[config.mk]
export PLATFORM = sky130hd
export DESIGN_NAME = tla_com_sequencer
export DESIGN_NICKNAME = d
export VERILOG_FILES = /design/src/rtl/tla_com_sequencer.sv
export SDC_FILE = /design/constraint.sdc
export NUM_CORES = 1
export LEC_CHECK = 0
export CAP_MARGIN = 30
export CORE_AREA = 8 8 100 102
export CTS_BUF_LIST = sky130_fd_sc_hd__clkbuf_4 sky130_fd_sc_hd__clkbuf_8 sky130_fd_sc_hd__clkbuf_16
export DETAILED_ROUTE_END_ITERATION = 7
export DIE_AREA = 0 0 108 110
export PLACE_DENSITY = 0.84
export SLEW_MARGIN = 20
export SYNTH_ARGS = -nofsm -noshare
export SYNTH_HDL_FRONTEND = slang
export SYNTH_SLANG_ARGS = --single-unit
[constraint.sdc]
create_clock -name Gc_clk125 -period 5.65 [get_ports Gc_clk125]
set_input_delay 0.565 -clock Gc_clk125 [delete_from_list [all_inputs] [get_ports Gc_clk125]]
set_output_delay 0.565 -clock Gc_clk125 [all_outputs]
set_load 0.03 [all_outputs]
[src/rtl/tla_com_sequencer.sv]
`timescale 1ns/1ps
// tla_com_sequencer: Gc_clk125-domain open/close sequencer for the com/cap control bus of the 125->200 MHz crossing.
//   Gc_clk125, Gc_rst_n        : sole clock, asynchronous active-low reset
//   req_open, req_close         : single-cycle host strobes
//   cfg_mode/wdis/cap_plus/com_plus : configuration latched on the open-accept edge
//   err_clr                     : clears the sticky timeout flag
//   Gc_wdis                     : window-select readback from the 200 MHz side (asynchronous)
//   Gc_cap_*, Gc_com_wdis/plus  : quasi-static registered config buses
//   Gc_com_open, Gc_com_close   : single-cycle pulses
//   busy, sess_open, err_tmo    : status
module tla_com_sequencer #(
  parameter int TOP0_0 = 3,
  parameter int LDD0_0 = 32,
  parameter int GAP    = 8,
  parameter int TMO    = 64,
  parameter int CW     = 8
) (
  input  logic              Gc_clk125,
  input  logic              Gc_rst_n,
  input  logic              req_open,
  input  logic              req_close,
  input  logic              cfg_mode,
  input  logic [TOP0_0-1:0] cfg_wdis,
  input  logic [LDD0_0-1:0] cfg_cap_plus,
  input  logic [LDD0_0-1:0] cfg_com_plus,
  input  logic              err_clr,
  input  logic [TOP0_0-1:0] Gc_wdis,
  output logic              Gc_cap_mode,
  output logic [TOP0_0-1:0] Gc_cap_wdis,
  output logic [LDD0_0-1:0] Gc_cap_plus,
  output logic [TOP0_0-1:0] Gc_com_wdis,
  output logic [LDD0_0-1:0] Gc_com_plus,
  output logic              Gc_com_open,
  output logic              Gc_com_close,
  output logic              busy,
  output logic              sess_open,
  output logic              err_tmo
);
  typedef enum logic [2:0] {IDLE, SETTLE, P_OPEN, WAIT_ACK, OPEN, P_CLOSE, GUARD} state_e;
  localparam logic [CW-1:0] GAP_M1 = CW'(GAP - 1);
  localparam logic [CW-1:0] TMO_M1 = CW'(TMO - 1);
  state_e              state_q, state_d;
  logic [CW-1:0]       cnt_q, cnt_d;
  logic                err_q, err_d;
  logic                ld;
  logic [TOP0_0-1:0]   wdis_m_q, wdis_s_q;
  logic                cap_mode_q;
  logic [TOP0_0-1:0]   wdis_q;
  logic [LDD0_0-1:0]   cap_plus_q, com_plus_q;
  logic                open_q, close_q, busy_q, sess_q;
  always_comb begin
    state_d = state_q;
    cnt_d   = cnt_q;
    err_d   = err_clr ? 1'b0 : err_q;
    ld      = 1'b0;
    case (state_q)
      IDLE: if (req_open) begin
        ld      = 1'b1;
        cnt_d   = GAP_M1;
        state_d = SETTLE;
      end
      SETTLE: begin
        state_d = (cnt_q == '0) ? P_OPEN : SETTLE;
        cnt_d   = (cnt_q == '0) ? cnt_q : cnt_q - CW'(1);
      end
      P_OPEN: begin
        state_d = WAIT_ACK;
        cnt_d   = '0;
      end
      WAIT_ACK: begin
        if (req_close) state_d = P_CLOSE;
        else if (wdis_s_q == wdis_q) state_d = OPEN;
        else if (cnt_q == TMO_M1) begin
          err_d   = 1'b1;
          state_d = P_CLOSE;
        end else cnt_d = cnt_q + CW'(1);
      end
      OPEN: state_d = req_close ? P_CLOSE : OPEN;
      P_CLOSE: begin
        cnt_d   = GAP_M1;
        state_d = GUARD;
      end
      GUARD: begin
        state_d = (cnt_q == '0) ? IDLE : GUARD;
        cnt_d   = (cnt_q == '0) ? cnt_q : cnt_q - CW'(1);
      end
      default: state_d = IDLE;
    endcase
  end
  // Status and pulse outputs are decoded from the next state so they leave a flop glitch-free.
  always_ff @(posedge Gc_clk125 or negedge Gc_rst_n) begin
    if (!Gc_rst_n) begin
      state_q    <= IDLE;
      cnt_q      <= '0;
      err_q      <= 1'b0;
      wdis_m_q   <= '0;
      wdis_s_q   <= '0;
      cap_mode_q <= 1'b0;
      wdis_q     <= '0;
      cap_plus_q <= '0;
      com_plus_q <= '0;
      open_q     <= 1'b0;
      close_q    <= 1'b0;
      busy_q     <= 1'b0;
      sess_q     <= 1'b0;
    end else begin
      state_q  <= state_d;
      cnt_q    <= cnt_d;
      err_q    <= err_d;
      wdis_m_q <= Gc_wdis;
      wdis_s_q <= wdis_m_q;
      if (ld) begin
        cap_mode_q <= cfg_mode;
        wdis_q     <= cfg_wdis;
        cap_plus_q <= cfg_cap_plus;
        com_plus_q <= cfg_com_plus;
      end
      open_q  <= state_d == P_OPEN;
      close_q <= state_d == P_CLOSE;
      busy_q  <= !(state_d == IDLE || state_d == OPEN);
      sess_q  <= state_d == OPEN;
    end
  end
  assign Gc_cap_mode  = cap_mode_q;
  assign Gc_cap_wdis  = wdis_q;
  assign Gc_cap_plus  = cap_plus_q;
  assign Gc_com_wdis  = wdis_q;
  assign Gc_com_plus  = com_plus_q;
  assign Gc_com_open  = open_q;
  assign Gc_com_close = close_q;
  assign busy         = busy_q;
  assign sess_open    = sess_q;
  assign err_tmo      = err_q;
endmodule
==> impl_results.md <==
- Outcome: completed
- Die height: 110 µm
- Placement Setup Slack: 2513 ps
- Share of cells above drive strength 1: 0.2125
- Max-slew headroom at the worst pin: 0.4960
- Period minus WS final: ~3300 ps
- Max incr delay on CP: between 600 and 700 ps
- Clock Power Share: 0.126
- Layout Utilization: 0.6670
- P_leak: 2.354 nW
- Antenna cell count: 0
- CP Capture Type: flip-flop
- DR vias/cell: 5.065
- DR pass1 iterations: 4
- Pin count of the biggest net entering global routing: 62
- Commonest cells after routing, fill and taps aside: clkdlybuf4s50_1 (150), dfrtp_1 (90), mux2_2 (64), nor2_1 (13), a21oi_1 (12)
- TNS Setup: 0 ps
- Setup Skew: between 10 and 15 ps
- Register area share after synthesis: 0.5846
- Post-route DRC violation count: 0
- # Max-Cap Violations: 0
- Clock Path Buffers: 2
- Net Sw Frac: 0.4241
- Total GRT Usage: 0.1647
- Syn. warnings: 0
- Initial core utilization: 0.4551
- Synth Instances: roughly 280
- CP max FO: 15
- DIE AREA: 11880 µm²
- Site Rows: 34
- WS Path Type: flip-flop to flip-flop
- Register bit count reported by yosys: 90
- VDD IR max: roughly 0.33 mV
- Drt initial violations: 43
- Total power: approximately 3.8 mW
- Global route total overflow: 0
- Synth-to-Final Area Change: 46.57%
- Post-synthesis area per instance: 13.81 µm²
- Vias in the first global route: 2989
- Final Max Tran Viols: 0
- Multi-input logic area: about 1500 µm²
- Post-route cell area: 5647 µm²
- Slowest stage cell, crit path: dfrtp_1
- Most common cell after layout, fill and taps aside: clkdlybuf4s50_1
- Measured slew at the worst slew-check pin: 756.0 ps
- Worst Path Buf+Inv: 0
- Psw: 1.592 mW
- Ratio of final minimum period to clock period: 0.5757
- Fraction of registers with async set/reset: 1.000
- Worst-path clk slew: 100 ps
- Library cells used by synthesis: 43
- Initial antenna violation count: 0
- Crit path DAT: 3510 ps
- Dpl hpwl: 7229 µm
- TritonCTS clock tree: built
- Pwr Density: 664.8 nW/µm²
- Worst-skew pair later-pin latency: between 300 and 400 ps
- Post-synth EDFFs: 0
- Post-route ant nets: 0
- WP data required: 5900 ps
- I/O Pins: 152
- PnR worst setup slack: 2397 ps
- Final GP Congestion: 0.8633
- Post-DP Area: about 5400 µm²
- Post-cts sizing count: 0
- Internal power: between 2 and 2.5 mW
- Hold Violations, Final: 0
- Core ar.: 8466 µm²
- Final Setup Violations: 0
- Placed cell count: 525
- Sequential power share: 0.308
- Syn_nets: 362
- CP Launch Type: flip-flop
- Routed wire per std cell: 17.66 µm
- Layout Cells excl Fill: 541
- Netlist Area Pre-Place: just under 4000 µm²
- Delay-heaviest family, CP: compound AO/OA/AOI/OAI gates
- Hold Path Class: primary input to asynchronous set/reset pin
- Die W: 108 µm
- RSZ-0062 raised after global routing: no
- Nets: 511
- Crit-path most repeated cell: o21ai_1
- CTS sink count: 90
- Synth Flop Type: dfrtp_1
- Comb power frac: 0.567
- FF+latch area: 2252 µm²
- Fillers: between 600 and 700
- Total Wirelength: 9554 µm
- Highest Clock Rate: 307.4 MHz
- Post-CTS Setup Inserts: 0
- # H-tree levels: 3
- CTS root buf: clkbuf_8
- CP cell instances: nor2b_1 > nand2_1 > o21ai_1 > ha_1 > a211oi_1 > o21ai_1 > o31ai_1 > xnor2_1 > o21ai_1 > a32o_1
- Vias: 2740
- Min Hold Slack: 202.9 ps
- CTS buffer count: 9
- Global-route wire length before repair: 15130 µm
- IO buf count: 151
- Hold Buf Count CTS: 0
## power groups by stage
| stage | clock (mW) | combinational, mW | sequential (mW) |
|---|---|---|---|
| after floorplan | 0 | 0.888 | 1.64 |
| after global placement | 0 | 2.09 | 1.14 |
| after detailed placement | 0 | 2.14 | 1.17 |
| after CTS | 0.485 | 2.15 | 1.16 |
| after global routing | 0.509 | 2.27 | 1.20 |
| final | 0.472 | 2.13 | 1.15 |
## synthesized netlist by cell type, types with 3 or more instances
cell	instances	area, µm²
dfrtp_1	90	2252
mux2_2	64	720.7
nor2_1	13	48.80
a21oi_1	12	60.06
nand2_1	9	33.78
buf_2	6	30.03
buf_4	6	45.04
ha_1	6	75.07
inv_1	6	22.52
xor2_1	6	52.55
nor3_1	5	25.02
o21ai_0	5	25.02
o21ai_1	5	25.02
mux2_1	4	45.04
mux2_4	4	60.06
nand2b_1	3	18.77
nor2b_1	3	18.77
## kinds of logic (layout without fill, tap and decap cells)
family          count (synthesis)  count (layout)  synth area share
compound gates                 38              38           0.06301
xor+xnor                        8               8           0.01819
fa+ha+maj                       7               7           0.02468
buf+inv                        21             175           0.03020
flops                          90              90            0.5846
mux                            73              73            0.2170
simple gates                   42              42           0.06236
## worst paths after layout
kind	start	endpoint	slack, ps	cells after the start
setup / recovery	state_q[1]$_DFF_PN0_	cnt_q[7]$_DFFE_PN0P_	2400	10
hold / removal	Gc_rst_n	Gc_cap_mode$_DFFE_PN0P_	200	1
setup reg to reg	state_q[1]$_DFF_PN0_	cnt_q[7]$_DFFE_PN0P_	2400	10
hold reg to reg	wdis_m_q[0]$_DFF_PN0_	wdis_s_q[0]$_DFF_PN0_	360	0
max in group asynchronous	Gc_rst_n	Gc_com_plus[10]$_DFFE_PN0P_	4480	2
min in group Gc_clk125	wdis_m_q[0]$_DFF_PN0_	wdis_s_q[0]$_DFF_PN0_	360	0
## flip-flops by register name (all words and copies together), names as in the netlist, 3 cells and up
| name | flops |
|---|---|
| Gc_com_plus | 32 |
| wdis_m_q | 3 |
| cnt_q | 8 |
| Gc_cap_wdis | 3 |
| wdis_s_q | 3 |
| state_q | 3 |
| Gc_cap_plus | 32 |
## layout make-up
class / instances / area share
multi-input cells: 168 / 0.2643
clock buffers: 9 / 0.02194
repair buffers: 153 / 0.2699
well taps: 108 / 0.02393
inverters: 6 / 0.003988
clock inverters: 7 / 0.01706
flip-flops and latches: 90 / 0.3988
## per-layer routing
metal / up-vias / GRT usage / routed length [µm]
li1: 1282 / - / -
met1: 1351 / 0.1674 / 3481
met2: 95 / 0.2868 / 4864
met3: 12 / 0.08140 / 1091
met4: 0 / 0.06046 / 118
met5: - / 0 / 0
Note: power is estimated with default switching activity, not from simulation.
